## src/rtl/cnn_conv_pkg.sv

```systemverilog
// Shared constants for the streaming 3x3 convolution engine:
// register map, control/status bit positions and FSM states.
package cnn_conv_pkg;

  localparam logic [7:0] REG_CTRL   = 8'h00;
  localparam logic [7:0] REG_STATUS = 8'h04;
  localparam logic [7:0] REG_DIM    = 8'h08;
  localparam logic [7:0] REG_SHIFT  = 8'h0C;
  localparam logic [7:0] REG_W0     = 8'h10;
  localparam logic [7:0] REG_W8     = 8'h30;
  localparam logic [7:0] REG_BIAS   = 8'h34;
  localparam logic [7:0] REG_CNT    = 8'h38;

  localparam int CTRL_START = 0;
  localparam int CTRL_RELU  = 1;
  localparam int CTRL_IRQ   = 2;
  localparam int CTRL_ABORT = 3;

  localparam int ST_BUSY = 0;
  localparam int ST_DONE = 1;
  localparam int ST_ERR  = 2;

  localparam logic [31:0] UNMAPPED = 32'hDEAD_BEEF;

  typedef enum logic [1:0] {
    IDLE,
    STREAM,
    DRAIN
  } state_e;

endpackage

```

## src/rtl/cnn_line_buffer.sv

```systemverilog
// Two-row line buffer and 3x3 window for raster pixels.
// win_o presents the window including the incoming column.
module cnn_line_buffer #(
  parameter int DATA_WIDTH = 8,
  parameter int MAX_IMG_W  = 64
) (
  input  logic                    clk_i,
  input  logic                    rst_i,
  input  logic                    clr_i,
  input  logic                    en_i,
  input  logic [DATA_WIDTH-1:0]   pix_i,
  input  logic [15:0]             width_i,
  output logic [9*DATA_WIDTH-1:0] win_o,
  output logic                    win_valid_o,
  output logic [15:0]             row_o,
  output logic [15:0]             col_o
);

  localparam int AW = $clog2(MAX_IMG_W);

  logic [DATA_WIDTH-1:0] lb0 [MAX_IMG_W];
  logic [DATA_WIDTH-1:0] lb1 [MAX_IMG_W];
  logic [DATA_WIDTH-1:0] win_q [3][2];
  logic [DATA_WIDTH-1:0] incol [3];
  logic [15:0]           row_q, col_q;
  logic [AW-1:0]         wa;

  assign wa    = col_q[AW-1:0];
  assign incol[0] = lb1[wa];
  assign incol[1] = lb0[wa];
  assign incol[2] = pix_i;

  // Line memories: lb0 holds the previous row, lb1 the one before.
  always_ff @(posedge clk_i) begin
    if (en_i) begin
      lb1[wa] <= lb0[wa];
      lb0[wa] <= pix_i;
    end
  end

  // Window shift and raster position counters.
  always_ff @(posedge clk_i or posedge rst_i) begin
    if (rst_i) begin
      row_q <= '0;
      col_q <= '0;
      for (int r = 0; r < 3; r++) begin
        win_q[r][0] <= '0;
        win_q[r][1] <= '0;
      end
    end else if (clr_i) begin
      row_q <= '0;
      col_q <= '0;
    end else if (en_i) begin
      for (int r = 0; r < 3; r++) begin
        win_q[r][0] <= win_q[r][1];
        win_q[r][1] <= incol[r];
      end
      if (col_q == width_i - 16'd1) begin
        col_q <= '0;
        row_q <= row_q + 16'd1;
      end else begin
        col_q <= col_q + 16'd1;
      end
    end
  end

  // Pack the window row-major, top-left first.
  always_comb begin
    win_o = '0;
    for (int r = 0; r < 3; r++) begin
      win_o[(r*3)*DATA_WIDTH +: DATA_WIDTH]   = win_q[r][0];
      win_o[(r*3+1)*DATA_WIDTH +: DATA_WIDTH] = win_q[r][1];
      win_o[(r*3+2)*DATA_WIDTH +: DATA_WIDTH] = incol[r];
    end
  end

  assign win_valid_o = (row_q >= 16'd2) && (col_q >= 16'd2);
  assign row_o       = row_q;
  assign col_o       = col_q;

endmodule

```

## src/rtl/cnn_conv_stream.sv

```systemverilog
// Streaming 3x3 convolution: register file, job FSM,
// MAC stage and requantising output stage.
module cnn_conv_stream
  import cnn_conv_pkg::*;
#(
  parameter int DATA_WIDTH = 8,
  parameter int ACC_WIDTH  = 24,
  parameter int MAX_IMG_W  = 64,
  parameter int ADDR_WIDTH = 6
) (
  input  logic                  clk_i,
  input  logic                  rst_i,
  input  logic                  reg_req_i,
  input  logic                  reg_we_i,
  input  logic [ADDR_WIDTH-1:0] reg_addr_i,
  input  logic [31:0]           reg_wdata_i,
  output logic                  reg_gnt_o,
  output logic                  reg_rvalid_o,
  output logic [31:0]           reg_rdata_o,
  input  logic                  pix_valid_i,
  output logic                  pix_ready_o,
  input  logic [DATA_WIDTH-1:0] pix_data_i,
  output logic                  res_valid_o,
  input  logic                  res_ready_i,
  output logic [DATA_WIDTH-1:0] res_data_o,
  output logic                  busy_o,
  output logic                  irq_o
);

  localparam logic signed [ACC_WIDTH-1:0] UMAX =
    ACC_WIDTH'((1 << DATA_WIDTH) - 1);
  localparam logic signed [ACC_WIDTH-1:0] SMAX =
    ACC_WIDTH'((1 << (DATA_WIDTH - 1)) - 1);
  localparam logic signed [ACC_WIDTH-1:0] SMIN = ~SMAX;

  state_e state_q, state_d;
  logic [15:0] w_q, h_q, row, col;
  logic [4:0]  shift_q;
  logic [DATA_WIDTH-1:0] wgt_q [9];
  logic signed [ACC_WIDTH-1:0] bias_q, acc_d, acc_q, wx, px, a, s;
  logic [31:0] cnt_q, total, rdata_d;
  logic relu_q, irq_en_q, done_q, err_q, rvalid_q;
  logic [31:0] rdata_q;
  logic [7:0]  addr;
  logic [3:0]  widx;
  logic wr, rd, is_w, start_w, abort_w, w1c, cfg_we;
  logic dims_ok, go, last_pix, last_res, done_set, err_set;
  logic adv, accept, res_hs, v1_q, ov_q, win_valid;
  logic [DATA_WIDTH-1:0] od_q, post_d;
  logic [9*DATA_WIDTH-1:0] win;

  assign addr    = 8'(reg_addr_i);
  assign wr      = reg_req_i & reg_we_i;
  assign rd      = reg_req_i & ~reg_we_i;
  assign is_w    = (addr >= REG_W0) && (addr <= REG_W8) &&
                   (addr[1:0] == 2'b00);
  assign widx    = 4'((addr - REG_W0) >> 2);
  assign start_w = wr && (addr == REG_CTRL) && reg_wdata_i[CTRL_START];
  assign abort_w = wr && (addr == REG_CTRL) && reg_wdata_i[CTRL_ABORT];
  assign w1c     = wr && (addr == REG_STATUS);
  assign cfg_we  = wr && (state_q == IDLE);

  assign dims_ok = (w_q >= 16'd3) && (w_q <= 16'(MAX_IMG_W)) &&
                   (h_q >= 16'd3);
  assign total   = 32'(w_q - 16'd2) * 32'(h_q - 16'd2);

  assign adv      = ~ov_q | res_ready_i;
  assign pix_ready_o = (state_q == STREAM) & adv;
  assign accept   = pix_valid_i & pix_ready_o;
  assign res_hs   = ov_q & res_ready_i;
  assign last_pix = accept && (col == w_q - 16'd1) &&
                    (row == h_q - 16'd1);
  assign last_res = res_hs && (cnt_q + 32'd1 == total);

  cnn_line_buffer #(
    .DATA_WIDTH (DATA_WIDTH),
    .MAX_IMG_W  (MAX_IMG_W)
  ) u_lb (
    .clk_i       (clk_i),
    .rst_i       (rst_i),
    .clr_i       (go | abort_w),
    .en_i        (accept),
    .pix_i       (pix_data_i),
    .width_i     (w_q),
    .win_o       (win),
    .win_valid_o (win_valid),
    .row_o       (row),
    .col_o       (col)
  );

  // Job FSM next state and status set pulses.
  always_comb begin
    state_d  = state_q;
    go       = 1'b0;
    done_set = 1'b0;
    err_set  = 1'b0;
    unique case (state_q)
      IDLE: begin
        if (start_w && dims_ok) begin
          go      = 1'b1;
          state_d = STREAM;
        end else if (start_w) begin
          err_set  = 1'b1;
          done_set = 1'b1;
        end
      end
      STREAM: if (last_pix) state_d = DRAIN;
      DRAIN: begin
        if (last_res) begin
          state_d  = IDLE;
          done_set = 1'b1;
        end
      end
      default: state_d = IDLE;
    endcase
    if (abort_w) begin
      state_d  = IDLE;
      go       = 1'b0;
      done_set = 1'b0;
      err_set  = 1'b0;
    end
  end

  // FSM state register.
  always_ff @(posedge clk_i or posedge rst_i) begin
    if (rst_i) state_q <= IDLE;
    else       state_q <= state_d;
  end

  // Configuration, control and status registers.
  always_ff @(posedge clk_i or posedge rst_i) begin
    if (rst_i) begin
      w_q      <= '0;
      h_q      <= '0;
      shift_q  <= '0;
      bias_q   <= '0;
      relu_q   <= 1'b0;
      irq_en_q <= 1'b0;
      done_q   <= 1'b0;
      err_q    <= 1'b0;
      cnt_q    <= '0;
      for (int k = 0; k < 9; k++) wgt_q[k] <= '0;
    end else begin
      if (wr && addr == REG_CTRL) begin
        irq_en_q <= reg_wdata_i[CTRL_IRQ];
        if (state_q == IDLE) relu_q <= reg_wdata_i[CTRL_RELU];
      end
      if (cfg_we && addr == REG_DIM) begin
        w_q <= reg_wdata_i[15:0];
        h_q <= reg_wdata_i[31:16];
      end
      if (cfg_we && addr == REG_SHIFT) shift_q <= reg_wdata_i[4:0];
      if (cfg_we && addr == REG_BIAS) bias_q <= reg_wdata_i[ACC_WIDTH-1:0];
      if (cfg_we && is_w) wgt_q[widx] <= reg_wdata_i[DATA_WIDTH-1:0];
      done_q <= done_set | (done_q & ~(w1c & reg_wdata_i[ST_DONE]));
      err_q  <= err_set | (err_q & ~(w1c & reg_wdata_i[ST_ERR]));
      if (go)          cnt_q <= '0;
      else if (res_hs) cnt_q <= cnt_q + 32'd1;
    end
  end

  // Read data mux.
  always_comb begin
    rdata_d = UNMAPPED;
    unique case (1'b1)
      addr == REG_CTRL:   rdata_d = {28'b0, 1'b0, irq_en_q, relu_q, 1'b0};
      addr == REG_STATUS: rdata_d = {29'b0, err_q, done_q, busy_o};
      addr == REG_DIM:    rdata_d = {h_q, w_q};
      addr == REG_SHIFT:  rdata_d = {27'b0, shift_q};
      is_w:               rdata_d = 32'(signed'(wgt_q[widx]));
      addr == REG_BIAS:   rdata_d = 32'(bias_q);
      addr == REG_CNT:    rdata_d = cnt_q;
      default:            rdata_d = UNMAPPED;
    endcase
  end

  // Register response, one cycle after each request.
  always_ff @(posedge clk_i or posedge rst_i) begin
    if (rst_i) begin
      rvalid_q <= 1'b0;
      rdata_q  <= '0;
    end else begin
      rvalid_q <= reg_req_i;
      rdata_q  <= rd ? rdata_d : 32'd0;
    end
  end

  // Multiply-accumulate over the current window.
  always_comb begin
    acc_d = bias_q;
    wx    = '0;
    px    = '0;
    for (int k = 0; k < 9; k++) begin
      wx    = ACC_WIDTH'(signed'(wgt_q[k]));
      px    = ACC_WIDTH'(win[k*DATA_WIDTH +: DATA_WIDTH]);
      acc_d = acc_d + wx * px;
    end
  end

  // ReLU, shift and saturate.
  always_comb begin
    a = acc_q;
    if (relu_q && a < 0) a = '0;
    s = a >>> shift_q;
    post_d = s[DATA_WIDTH-1:0];
    if (relu_q) begin
      if (s > UMAX) post_d = '1;
    end else if (s > SMAX) begin
      post_d = SMAX[DATA_WIDTH-1:0];
    end else if (s < SMIN) begin
      post_d = SMIN[DATA_WIDTH-1:0];
    end
  end

  // Two-stage pipeline, advancing together under a global stall.
  always_ff @(posedge clk_i or posedge rst_i) begin
    if (rst_i) begin
      v1_q  <= 1'b0;
      ov_q  <= 1'b0;
      acc_q <= '0;
      od_q  <= '0;
    end else if (abort_w) begin
      v1_q <= 1'b0;
      ov_q <= 1'b0;
    end else if (adv) begin
      v1_q  <= accept & win_valid;
      acc_q <= acc_d;
      ov_q  <= v1_q;
      od_q  <= post_d;
    end
  end

  assign reg_gnt_o    = reg_req_i;
  assign reg_rvalid_o = rvalid_q;
  assign reg_rdata_o  = rdata_q;
  assign res_valid_o  = ov_q;
  assign res_data_o   = od_q;
  assign busy_o       = (state_q != IDLE);
  assign irq_o        = done_q & irq_en_q;

endmodule
```

## config.mk

```make
export PLATFORM = sky130hd
export DESIGN_NAME = cnn_conv_stream
export DESIGN_NICKNAME = d
export VERILOG_FILES = /design/src/rtl/cnn_conv_pkg.sv /design/src/rtl/cnn_line_buffer.sv /design/src/rtl/cnn_conv_stream.sv
export SDC_FILE = /design/constraint.sdc
export NUM_CORES = 2
export LEC_CHECK = 0
export CORE_ASPECT_RATIO = 0.7
export CORE_UTILIZATION = 63
export DETAILED_ROUTE_END_ITERATION = 10
export DONT_BUFFER_PORTS = 1
export PLACE_DENSITY = 0.85
export SYNTH_ARGS = -nofsm -noshare
export SYNTH_HDL_FRONTEND = slang
export SYNTH_SLANG_ARGS = --single-unit
```

## constraint.sdc

```tcl
create_clock -name clk_i -period 13.81 [get_ports clk_i]
set_clock_uncertainty 0.2 [all_clocks]
set_input_delay 2.762 -clock clk_i [delete_from_list [all_inputs] [get_ports clk_i]]
set_output_delay 2.762 -clock clk_i [all_outputs]
set_load 0.02 [all_outputs]
```

==> qor.yml <==
final_layout:
  drive_above_1_share_pct: 8.672
  finalNonFillerCells: 9071
  nets: 8460
  mostFrequentLayoutCell: "edfxtp_1"
  area_delta_synth_final_pct: 7.634
  mostFrequentLayoutCells: "1024 x edfxtp_1, 971 x inv_1, 883 x fa_1"
min_path:
  hold_path_end: "acc_q[0]"
  min_from: "acc_q[0]"
  whs_path_depth: 2
  worstHoldPathType: "flip-flop to flip-flop"
outcome:
  status: "finished, final reports clean"
clock_network:
  postCtsSetupBuffers: 0
  cts_max_level: 4
  cts-buffers-inserted: 131
  cts_tree: "yes"
  cts.sinks: 1342
  clockBufferDepth: 3
  root_buffer: "clkbuf_16"
  clock_latency_ns: 0.82
  post_cts_resized: 0
  path_clk_slew_ns: 0.06
  cts_hold_buffers: 0
setup_path:
  reg2reg_slack_ns: 1.37
  slowest_delay_ns: 0.90
  crit_slowest_cell: "nand4_1"
  path_class: "flip-flop to flip-flop"
  setup.worst_path.start_class: "flip-flop"
  worst_path_most_repeated_cell: "fa_1"
  crit_path_end_kind: "flip-flop"
  crit_fanout: 60
  required_ns: 14.27
  arrival_ns: 12.89
  worst-r2r-cell-count: 33
  r2r_end: "acc_q[23]"
  timing.rr.start: "u_lb.col_o[0]"
yosys:
  async_flop_share_pct: 23.70
  synth_edf_count: 1024
  ys_seq_area_share_pct: 44.37
  ys_warn_count: 0
  ys.flop_type: "edfxtp_1"
  synth_nets: 8540
  synth_cell_types: 81
  synth_area_mm2: 0.08723
  synth-seq-cells: 1342
  syn_inst: 7192
  syn_area_per_cell_um2: 12.13
detailed_routing:
  wl_um: 261700
  wl_per_cell_um: 28.85
  vias: 60360
  antenna_left: 0
  drt_iter0_drc: 9975
  drc: 0
  drt-pass1-iter-count: 6
  viasPerCell: 6.654
grt:
  grt_pass1_wl_um: 390600
  antenna_found_initial: 16
  grt_pass1_vias: 60910
  grt_max_degree: 146
  grt_util_all_layers_pct: 38.22
  overflow: 0
die:
  die-area_mm2: 0.1400
  rows: 113
  coreArea_mm2: 0.1366
  fp.dieW_um: 446.7
  initial_core_util_pct: 63.87
  die_h_um: 313.3
  io_pins: 98
sta:
  fmax_mhz: 80.42
  setup_viol: 0
  slew_violations: 0
  period_needed_ns: 12.44
  rsz0062_at_grt: "false"
  maxSlewHeadroom_pct: 15.45
  period_share_pct: 90.05
  worst_slew_pin_slew_ns: 1.268
  finalHoldViolCount: 0
  tns_ns: 0
  finalHoldWorstSlack_ns: 0.2802
placement:
  dp.cells: 8819
  finalWeightedCongestion: 1.013
  dp.final_hpwl_um: 184800
  place.port_buffers: 0
flow_run:
  maxCapViolCount: 0
-- worst max path at each step --
stage / endpoint / slack [ns] / startpoint
floorplan: acc_q[0] / 2.05 / rst_i
global placement: acc_q[23] / 1.88 / u_lb.col_o[2]
detailed placement: acc_q[23] / 1.79 / u_lb.col_o[2]
CTS: acc_q[23] / 1.76 / u_lb.col_o[2]
global route: acc_q[23] / 1.15 / u_lb.col_o[2]
finish: acc_q[23] / 1.37 / u_lb.col_o[0]
-- Yosys cell counts (all sizes together), types with 17 or more instances --
| master | instances | area, µm² |
|---|---|---|
| nor2b | 41 | 256.5 |
| nor2 | 438 | 1652 |
| and2 | 293 | 1833 |
| xor2 | 80 | 700.7 |
| inv | 976 | 3664 |
| mux2 | 183 | 2061 |
| mux4 | 30 | 675.7 |
| and3 | 21 | 131.4 |
| a22o | 81 | 709.4 |
| nand2 | 513 | 1926 |
| dfrtp | 318 | 7958 |
| nand2b | 60 | 375.4 |
| nor3 | 61 | 305.3 |
| edfxtp | 1024 | 30750 |
| a221oi | 84 | 735.7 |
| nand3 | 70 | 350.3 |
| xnor2 | 168 | 1486 |
| clkbuf | 284 | 1066 |
| buf | 87 | 359.1 |
| a21oi | 125 | 625.6 |
| a22oi | 389 | 2920 |
| or3 | 21 | 136.4 |
| a31oi | 107 | 669.4 |
| fa | 883 | 17680 |
| ha | 413 | 5167 |
| nand4 | 79 | 515.5 |
| mux2i | 17 | 170.2 |
| nor4 | 28 | 196.4 |
| o21ai | 123 | 619.4 |
-- state kept, by name, indices dropped and copies added (netlist names), 24 cells and up --
signal	count
acc_q	24
bias_q	24
cnt_q	32
reg_rdata_o	32
u_lb.lb0	512
u_lb.lb1	512
u_lb.win_o	48
wgt_q	72
-- worst max-delay path, delay by kind of cell (launching register included) --
family	cells	cell delay [ns]
xor+xnor	1	0.13
compound gates	10	2.79
fa+ha+maj	11	5.19
flops	1	0.60
buf+inv	5	0.69
simple gates	6	2.54
-- cell families after synthesis --
logic type,count (synthesis),share of synthesized area (%)
adder cells (fa/ha/maj),1296,26.19
AND/OR/NAND/NOR,1688,9.367
buffers and inverters,1353,5.860
multiplexers,230,3.332
AO/OA/AOI/OAI,1035,8.370
flip-flops,1342,44.37
XOR/XNOR,248,2.507
-- layout make-up --
cell class | instances | area (µm²)
multi-input combinational | 4497 | 43530
fill | 9374 | 42690
sequential | 1342 | 38710
inverter | 982 | 3694
clock buffer | 160 | 3460
tap | 1840 | 2302
timing repair buffer | 158 | 1299
clock inverter | 80 | 863.3
antenna | 12 | 30.03
-- per-layer routing --
| metal | track usage (%) | vias to the layer above | wire length [µm] |
|---|---|---|---|
| met4 | 14.57 | 16 | 11130 |
| met5 | 0 | - | 115 |
| li1 | - | 24460 | - |
| met3 | 15.04 | 755 | 44160 |
| met2 | 52.96 | 4842 | 109100 |
| met1 | 54.52 | 30280 | 97240 |
-- per-stage QoR --
step           instance area [µm²]  worst slack (ns)  util [%]
6_report                     93890             1.375     68.74
5_1_grt                      93860             1.153     68.72
4_1_cts                      93860             1.757     68.72
3_5_place_dp                 89530             1.792     65.55
3_3_place_gp                 89530             1.884     65.55
2_1_floorplan                87230             2.048         -
Power is left out: the tool's default activity adds up to more than one toggle a clock period on the data nets, which glitch-free logic cannot reach.
